## src/rtl/router_pkt_framer.sv

```systemverilog
// ----------------------------------------------------------------------------
// router_pkt_framer
//
// Store-and-forward packet source feeding the source port of the 1x3 router.
// A request (destination + length) is accepted, the payload bytes are loaded
// into a 64x8 buffer while a running XOR parity is built, and the packet is
// then played out in router format: header {len, addr}, payload bytes, parity.
// The router busy input stalls the outgoing byte stream without skipping or
// repeating any byte. After the parity byte the framer watches rtr_error for
// CHECK_CYCLES cycles, then pulses done with pkt_err reporting whether the
// router flagged a parity error for this packet.
//
// Parameters
//   CHECK_CYCLES   cycles spent in CHECK after parity is consumed (1..15)
//
// Ports
//   clock          rising-edge clock
//   reset          asynchronous, active-high reset
//   req_valid      packet request strobe
//   req_addr[1:0]  destination port, 0..2 legal
//   req_len[5:0]   payload length in bytes, 1..63 legal
//   req_ready      framer idle; request taken on req_valid & req_ready
//   req_reject     one-cycle pulse when an illegal request is dropped
//   pay_data[7:0]  payload byte
//   pay_valid      payload byte valid
//   pay_ready      framer loading; byte taken on pay_valid & pay_ready
//   rtr_data[7:0]  byte presented to router data_in (registered)
//   rtr_pkt_valid  router pkt_valid (registered)
//   rtr_busy       router busy; current byte is held while high
//   rtr_error      router parity error indication
//   done           one-cycle pulse when the packet is closed
//   pkt_err        router error seen for the last packet; valid with done
//
// state   | meaning
// --------+-----------------------------------------------------------------
// IDLE    | waiting for a request; illegal requests pulse req_reject
// LOAD    | writing payload bytes into the buffer, accumulating parity
// HEADER  | header byte presented, waiting for router to take it
// PAYLOAD | payload byte presented; send_idx points at the next one
// PARITY  | parity byte presented with pkt_valid low
// CHECK   | post-packet window sampling rtr_error before done
// ----------------------------------------------------------------------------
module router_pkt_framer #(
  parameter int CHECK_CYCLES = 3
) (
  input  logic       clock,
  input  logic       reset,
  input  logic       req_valid,
  input  logic [1:0] req_addr,
  input  logic [5:0] req_len,
  output logic       req_ready,
  output logic       req_reject,
  input  logic [7:0] pay_data,
  input  logic       pay_valid,
  output logic       pay_ready,
  output logic [7:0] rtr_data,
  output logic       rtr_pkt_valid,
  input  logic       rtr_busy,
  input  logic       rtr_error,
  output logic       done,
  output logic       pkt_err
);

  typedef enum logic [2:0] {
    IDLE    = 3'd0,
    LOAD    = 3'd1,
    HEADER  = 3'd2,
    PAYLOAD = 3'd3,
    PARITY  = 3'd4,
    CHECK   = 3'd5
  } state_t;

  localparam logic [3:0] CHK_LAST = 4'(CHECK_CYCLES - 1);

  state_t     state;
  logic [1:0] addr_q;
  logic [5:0] len_q;
  logic [5:0] load_cnt;
  logic [5:0] send_idx;
  logic [3:0] chk_cnt;
  logic [7:0] parity;

  logic [7:0] buffer [0:63];

  logic       load_wr;
  logic       req_illegal;

  assign req_ready   = (state == IDLE);
  assign pay_ready   = (state == LOAD);
  assign load_wr     = (state == LOAD) && pay_valid;
  assign req_illegal = (req_addr == 2'd3) || (req_len == 6'd0);

  // Payload storage carries no reset: contents are only read after being
  // written for the current packet.
  always_ff @(posedge clock) begin
    if (load_wr) begin
      buffer[load_cnt] <= pay_data;
    end
  end

  always_ff @(posedge clock or posedge reset) begin
    if (reset) begin
      state         <= IDLE;
      rtr_data      <= 8'h00;
      rtr_pkt_valid <= 1'b0;
      done          <= 1'b0;
      req_reject    <= 1'b0;
      pkt_err       <= 1'b0;
      addr_q        <= 2'd0;
      len_q         <= 6'd0;
      load_cnt      <= 6'd0;
      send_idx      <= 6'd0;
      chk_cnt       <= 4'd0;
      parity        <= 8'h00;
    end else begin
      done       <= 1'b0;
      req_reject <= 1'b0;

      case (state)
        IDLE: begin
          if (req_valid) begin
            if (req_illegal) begin
              req_reject <= 1'b1;
            end else begin
              addr_q   <= req_addr;
              len_q    <= req_len;
              parity   <= {req_len, req_addr};
              load_cnt <= 6'd0;
              pkt_err  <= 1'b0;
              state    <= LOAD;
            end
          end
        end

        LOAD: begin
          if (pay_valid) begin
            parity   <= parity ^ pay_data;
            load_cnt <= load_cnt + 6'd1;
            if (load_cnt == len_q - 6'd1) begin
              rtr_data      <= {len_q, addr_q};
              rtr_pkt_valid <= 1'b1;
              state         <= HEADER;
            end
          end
        end

        HEADER: begin
          if (!rtr_busy) begin
            rtr_data <= buffer[0];
            send_idx <= 6'd1;
            state    <= PAYLOAD;
          end
        end

        PAYLOAD: begin
          // send_idx == len_q means the last payload byte is the one being
          // consumed now, so the parity byte goes out next.
          if (!rtr_busy) begin
            if (send_idx == len_q) begin
              rtr_data      <= parity;
              rtr_pkt_valid <= 1'b0;
              state         <= PARITY;
            end else begin
              rtr_data <= buffer[send_idx];
              send_idx <= send_idx + 6'd1;
            end
          end
        end

        PARITY: begin
          if (rtr_error) begin
            pkt_err <= 1'b1;
          end
          if (!rtr_busy) begin
            rtr_data <= 8'h00;
            chk_cnt  <= 4'd0;
            state    <= CHECK;
          end
        end

        CHECK: begin
          if (rtr_error) begin
            pkt_err <= 1'b1;
          end
          chk_cnt <= chk_cnt + 4'd1;
          if (chk_cnt == CHK_LAST) begin
            done  <= 1'b1;
            state <= IDLE;
          end
        end

        default: begin
          state <= IDLE;
        end
      endcase
    end
  end

endmodule

```

## config.mk

```make
export PLATFORM = sky130hd
export DESIGN_NAME = router_pkt_framer
export DESIGN_NICKNAME = d
export VERILOG_FILES = /design/src/rtl/router_pkt_framer.sv
export SDC_FILE = /design/constraint.sdc
export NUM_CORES = 1
export LEC_CHECK = 0
export ABC_AREA = 1
export CORE_MARGIN = 4
export CORE_UTILIZATION = 25
export CTS_BUF_LIST = sky130_fd_sc_hd__clkbuf_8
export DETAILED_ROUTE_END_ITERATION = 8
export GPL_TIMING_DRIVEN = 0
export PLACE_DENSITY = 0.39
export SLEW_MARGIN = 20
export SYNTH_ARGS = -nofsm -noshare
export SYNTH_HDL_FRONTEND = slang
export SYNTH_SLANG_ARGS = --single-unit
export TNS_END_PERCENT = 5
```

## constraint.sdc

```tcl
create_clock -name clock -period 6.1 [get_ports clock]
set_input_delay 1.22 -clock clock [delete_from_list [all_inputs] [get_ports clock]]
set_output_delay 1.22 -clock clock [all_outputs]
set_load 0.03 [all_outputs]
```

======== After elaboration in Yosys (flattened, before gate mapping) ========
Memories as Yosys holds them, arrays and structs flattened.
Cells that the tools add are included.
storage, ports and cells
  input bits .............................. 22
  output and inout port bits .............. 14
  RAM bits ................................ 512
  register bits after elaboration ......... 47
  memories kept ........................... 1
  word-level logic and storage cells ...... 105
memories
  name    words  width  read ports  clocked after memory_dff  wr ports  RTL line  source
  buffer  64     8      2           0                         1         83        logic [7:0] buffer [0:63];
operators by class
  bitwise operators ....................... 2
  reductions and logical operators ........ 19
  equal/unequal tests ..................... 20
  multiplexer cells ....................... 47
  add/sub/neg operators ................... 4
operators with widths
  cell                                              number
  two-way mux 8 bit                                 9
  two-way mux 6 bit                                 6
  case mux 8 bit (4 select lines)                   1
  two-way mux 3 bit                                 9
  case mux 6 bit (2 select lines)                   2
  != test 2 bit, second input constant              9
  case mux 3 bit (6 select lines)                   1
  case mux 8 bit (2 select lines)                   1
  two-way mux 1 bit                                 14
  adder 6 x 1 -> 6 bit, second input constant       2
  == test 6 bit                                     2
  AND reduction 4 bit                               3
  nonzero test 2 bit                                5
  AND reduction 9 bit                               1
  case mux 4 bit (2 select lines)                   1
  bitwise XOR 8 bit                                 1
  == test 3 x 2 -> 1 bit, second input constant     2
  == test 3 bit, second input constant              2
  zero test 6 bit                                   1
  AND reduction 6 bit                               1
  subtractor 6 x 1 -> 6 bit, second input constant  1
  AND reduction 5 bit                               1
  adder 4 x 1 -> 4 bit, second input constant       1
  == test 4 x 2 -> 1 bit, second input constant     1
  13 further kinds                                  15

======== Longest topological paths before layout ========
Gate-level depths: netlist of the first run.
  depth after elaboration ................. 5
  mapped depth ............................ 16
  mapped depth without buffers ............ 15

======== Worst setup path before layout of the first run ========
Ideal clock, no wire load.
  path kind ............................... in2reg
  start point ............................. input pay_valid
  end point ............................... memory buffer[11][0], enable pin
  setup time .............................. 371 ps
  arrival time ............................ 2134 ps
  slack ................................... 3595 ps
  required time ........................... 5729 ps
  stages .................................. 4
  cells stage by stage .................... inv_1 > nor2_2 > nand4_1 > nor2_1
on the way
  longest elaborated chain between the ends .. 3
ends and longest elaborated chain
  element                                  RTL line  source
  start, declared                          54        input logic pay_valid,
  logical AND 1 bit                        90        assign load_wr = (state == LOAD) && pay_valid;
  two-way mux 1 bit                        96        if (load_wr) begin
  two-way mux 1 bit (implied by the code)  97        buffer[load_cnt] <= pay_data;
  end, declared                            83
Every way passes these cells.

======== Worst setup path in the final report of the first run ========
  start point ............................. register state[0]
  end point ............................... memory buffer[57][3], enable pin
on the way
  longest elaborated chain between the ends .. 4
ends and longest elaborated chain
  element                                  RTL line  source
  start, declared                          75        state_t state;
  start signal, assigned                   103       state <= IDLE;
  start signal, assigned                   130       state <= LOAD;
  start signal, assigned                   142       state <= HEADER;
  == test 3 x 1 -> 1 bit                   90
  logical AND 1 bit                        90
  two-way mux 1 bit                        96
  two-way mux 1 bit (implied by the code)  97
Every way passes these cells.

==> metrics.csv, run 1 <==
stage,metric,value,unit
cts,tritoncts,done,
floorplan,rows,112,
global_route,overflow,0,
global_route,grt_max_degree,58,
sta,relSlewSlack,20.20,%
logic_synthesis,yosys_most_used_dff,edfxtp_1,
floorplan,die_y,316.4,um
setup_path,required,6.41,ns
logic_synthesis,synth-xor-area-share,0.4051,%
global_route,grt_pass1_wl,126.5,mm
sta,hold-worst-slack,0.4987,ns
floorplan,die_w,316.4,um
logic_synthesis,synth_top_area_share,64.64,%
setup_path,crit_start,state[0]$_DFFE_PP0P_,
setup_path,worst_path_max_delay_cell,nor2_1,
cts,cts_root_buf,clkbuf_8,
logic_synthesis,synth_area_leaders,"edfxtp_1 65%, nand2_1 12%, nand3_1 9.8%",
finish,final_common_cell,nand2_1,
logic_synthesis,synthMuxAreaShare,0,%
pwr,p_seq_share,34.4,%
sta,fmax,267.9,MHz
hold_path,hold_start,rtr_pkt_valid$_DFFE_PP0P_,
routing,via_per_inst,4.665,
routing,drt_iter0_drc,1453,
setup_path,crit_fanout,10,
cts,clk_pin_slew,0.06,ns
floorplan,ios,36,
routing,ant_nets,0,
sta,finClkSkew,0.04515,ns
routing,wl_per_cell,24.29,um
sta,setup_violations,0,
cts,h-tree-depth,3,
logic_synthesis,synth_nets,2226,
logic_synthesis,synth_compound_area_share,1.420,%
global_route,first_global_vias,17130,
setup_path,path_cells,buf_4 > nand2_2 > nor2_4 > inv_2 > buf_2 > nor2_2 > nand4_1 > nor2_1,
sta,hold_violations,0,
setup_path,cp.arrival,4.04,ns
sta,drv_slew,0,
finish,layout.nets,2372,
routing,drc,0,
floorplan,dieArea,100100,um^2
sta,rsz0062_at_grt,false,
logic_synthesis,ys_seq_area_share,69.59,%
logic_synthesis,synthCells,2199,
cts,clock_tree.buffer_depth,3,
outcome,status,"complete, no violations",
logic_synthesis,synthAdderAreaFrac,0.2630,%
run,maxCapViolations,0,
logic_synthesis,synth_simple_gate_area_share,24.53,%
placement,dp_hpwl,62.39,mm
logic_synthesis,synthArstFlopShare,8.408,%
logic_synthesis,avgSynthCellArea,10.82,um^2
cts,cts_sinks,559,
setup_path,critPathMaxStageDelay,1.18,ns
logic_synthesis,synth-edff-count,512,
floorplan,core,93890,um^2
cts,clk-insertion-delay-late,0.71,ns
routing,routed_wl,89.38,mm
floorplan,initial_core_util,25.33,%
sta,final.setup.tns,0,ns
pwr,p_sw_share,43.44,%
pwr,intPower,0.007349,W
global_route,track_usage,17.78,%
routing,drtPass1Iterations,5,
sta,worst_slew_pin_slew,1.193,ns
pwr,combPwrFrac,40.6,%
finish,drive_gt1_share,10.64,%
cts,cts_buffers,100,
pwr,p_per_area,468.5,nW/um^2
routing,vias,17160,
pwr,peakVddDrop,203.0,uV
placement,io_buffers,35,
setup_path,r2r-start,state[0]$_DFFE_PP0P_,
finish,fillCellCount,9857,
cts,cts_hold_buf,0,
logic_synthesis,syn_area,23780,um^2
logic_synthesis,yosysWarnings,0,
sta,period_minus_slack,3.732,ns
hold_path,holdCritPathClass,reg2reg,
cts,cts_setup_buffers,0,
finish,final_cell_mix,"758 x nand2_1, 512 x edfxtp_1, 468 x nand3_1",
pwr,p_clk_share,25.0,%
cts,post_cts_resized,0,
logic_synthesis,synth_top_family_by_area,simple AND/OR/NAND/NOR gates,
logic_synthesis,yosysTopAreaCell,edfxtp_1,
placement,place_congestion,0.8741,
sta,finalCritPeriodShare,61.18,%
pwr,p_sw,0.005644,W
setup_path,critPathKind,reg2reg,
global_route,antenna_found_initial,1,
pwr,p_leak,10.22,nW
finish,syn_to_final_growth,16.61,%
logic_synthesis,ys_ff_latch,559,
setup_path,end_kind,flip-flop,
setup_path,rrSetupSlack,2.37,ns
logic_synthesis,synth_cell_types,37,
setup_path,critical_path.startpoint_type,flip-flop,
-- area by class of cell --
type / instances / area, um^2 / area share, %
Clock buffer: 103 / 1418 / 5.111
Inverter: 81 / 309.0 / 1.114
Timing Repair Buffer: 44 / 540.5 / 1.949
Antenna cell: 1 / 2.502 / 0.009023
Tap cell: 1254 / 1569 / 5.657
Multi-Input combinational cell: 1442 / 6369 / 22.96
Buffer: 117 / 593.1 / 2.138
Sequential cell: 559 / 16550 / 59.68
Clock inverter: 78 / 382.9 / 1.380
-- power groups by stage --
stage	clock network, W	registers (W)	logic (W)
3_3_place_gp	0	0.00457	0.00527
3_5_place_dp	0	0.00455	0.00529
5_1_grt	0.00350	0.00449	0.00575
4_1_cts	0.00333	0.00448	0.00530
6_report	0.00324	0.00447	0.00528
2_1_floorplan	0	0.00457	0.00295
-- synthesized netlist by cell type (2+ instances only) --
cell and number:
nand2_1 758, edfxtp_1 512, nand3_1 468, nor2_1 104, inv_1 69, buf_2 50
dfrtp_1 47, o21ai_0 37, buf_4 22, clkbuf_1 22, buf_1 21, a21oi_1 18
inv_2 10, nand4_1 8, nand2_2 6, xnor2_1 6, ha_1 5, nor2_2 5
xor2_1 5, nor3_1 4, o22ai_1 3, inv_4 2, nor2_4 2, o21ai_1 2
-- worst max-delay path: cells and delay by family (launching register included) --
| kind | cells | cell delay [ns] |
|---|---|---|
| AND/OR/NAND/NOR | 5 | 2.52 |
| buffers and inverters | 3 | 0.51 |
| flip-flops | 1 | 0.32 |
-- metal layers --
metal	share of wire (%)	track usage [%]	up-vias
li1	-	-	7890
met1	44	23.62	8603
met2	48	29.64	513
met3	4.9	2.621	155
met4	3.2	6.394	2
met5	0.018	0	-
-- path summary, 6_finish.rpt --
kind | end | depth (start not counted)
min in group asynchronous | load_cnt[5]$_DFFE_PP0P_ | 2
setup / recovery | buffer[57][3]$_DFFE_PP_ | 8
max in group asynchronous | rtr_data[4]$_DFFE_PP0P_ | 3
setup reg to reg | buffer[57][3]$_DFFE_PP_ | 8
hold reg to reg | rtr_pkt_valid$_DFFE_PP0P_ | 2
hold / removal | rtr_pkt_valid$_DFFE_PP0P_ | 2
-- through the flow --
step           power, W  cell area, um^2  setup slack, ns  std cells  utilization [%]
2_1_floorplan  0.007524            23780            3.595       2199                -
3_3_place_gp   0.009839            25700            1.265       3488            27.38
3_5_place_dp   0.009842            25920            1.669       3497            27.60
4_1_cts         0.01311            27720            2.359       3678            29.52
5_1_grt         0.01375            27730            2.283       3679            29.54
6_report        0.01299            27730            2.368       3679            29.54
-- flip-flops by register name, indices dropped and copies added (netlist names) --
| register | cells |
|---|---|
| buffer | 512 |
| parity | 8 |
| rtr_data | 8 |
| len_q | 6 |
| load_cnt | 6 |
| send_idx | 6 |
| chk_cnt | 4 |
| state | 3 |
| addr_q | 2 |
| done | 1 |
| pkt_err | 1 |
| req_reject | 1 |
| rtr_pkt_valid | 1 |
-- cell families after synthesis --
logic type | Yosys count
buf+inv | 198
fa+ha+maj | 5
flops | 559
simple gates | 1362
compound gates | 64
xor+xnor | 11
(Power assumes the default switching activity.)
==> run 2: changes to the inputs <==
Clock period 6.1 ns to 3.85 ns, I/O delays scaled along.
==> results of run 2 <==
The final DEF is identical to that of run 1. Status: complete, no violations.
Main changes from that run: setup slack after placement 1.669 ns -> -0.1310 ns; setup slack after layout 2.368 ns -> 0.1177 ns; hold slack 0.4987 ns -> 0.3743 ns; register-to-register setup slack 2.37 ns -> 0.12 ns; end point of the worst hold path rtr_pkt_valid$_DFFE_PP0P_ -> buffer[42][2]$_DFFE_PP_; total power 0.01299 W -> 0.02059 W; worst IR drop on VDD 203.0 uV -> 321.7 uV
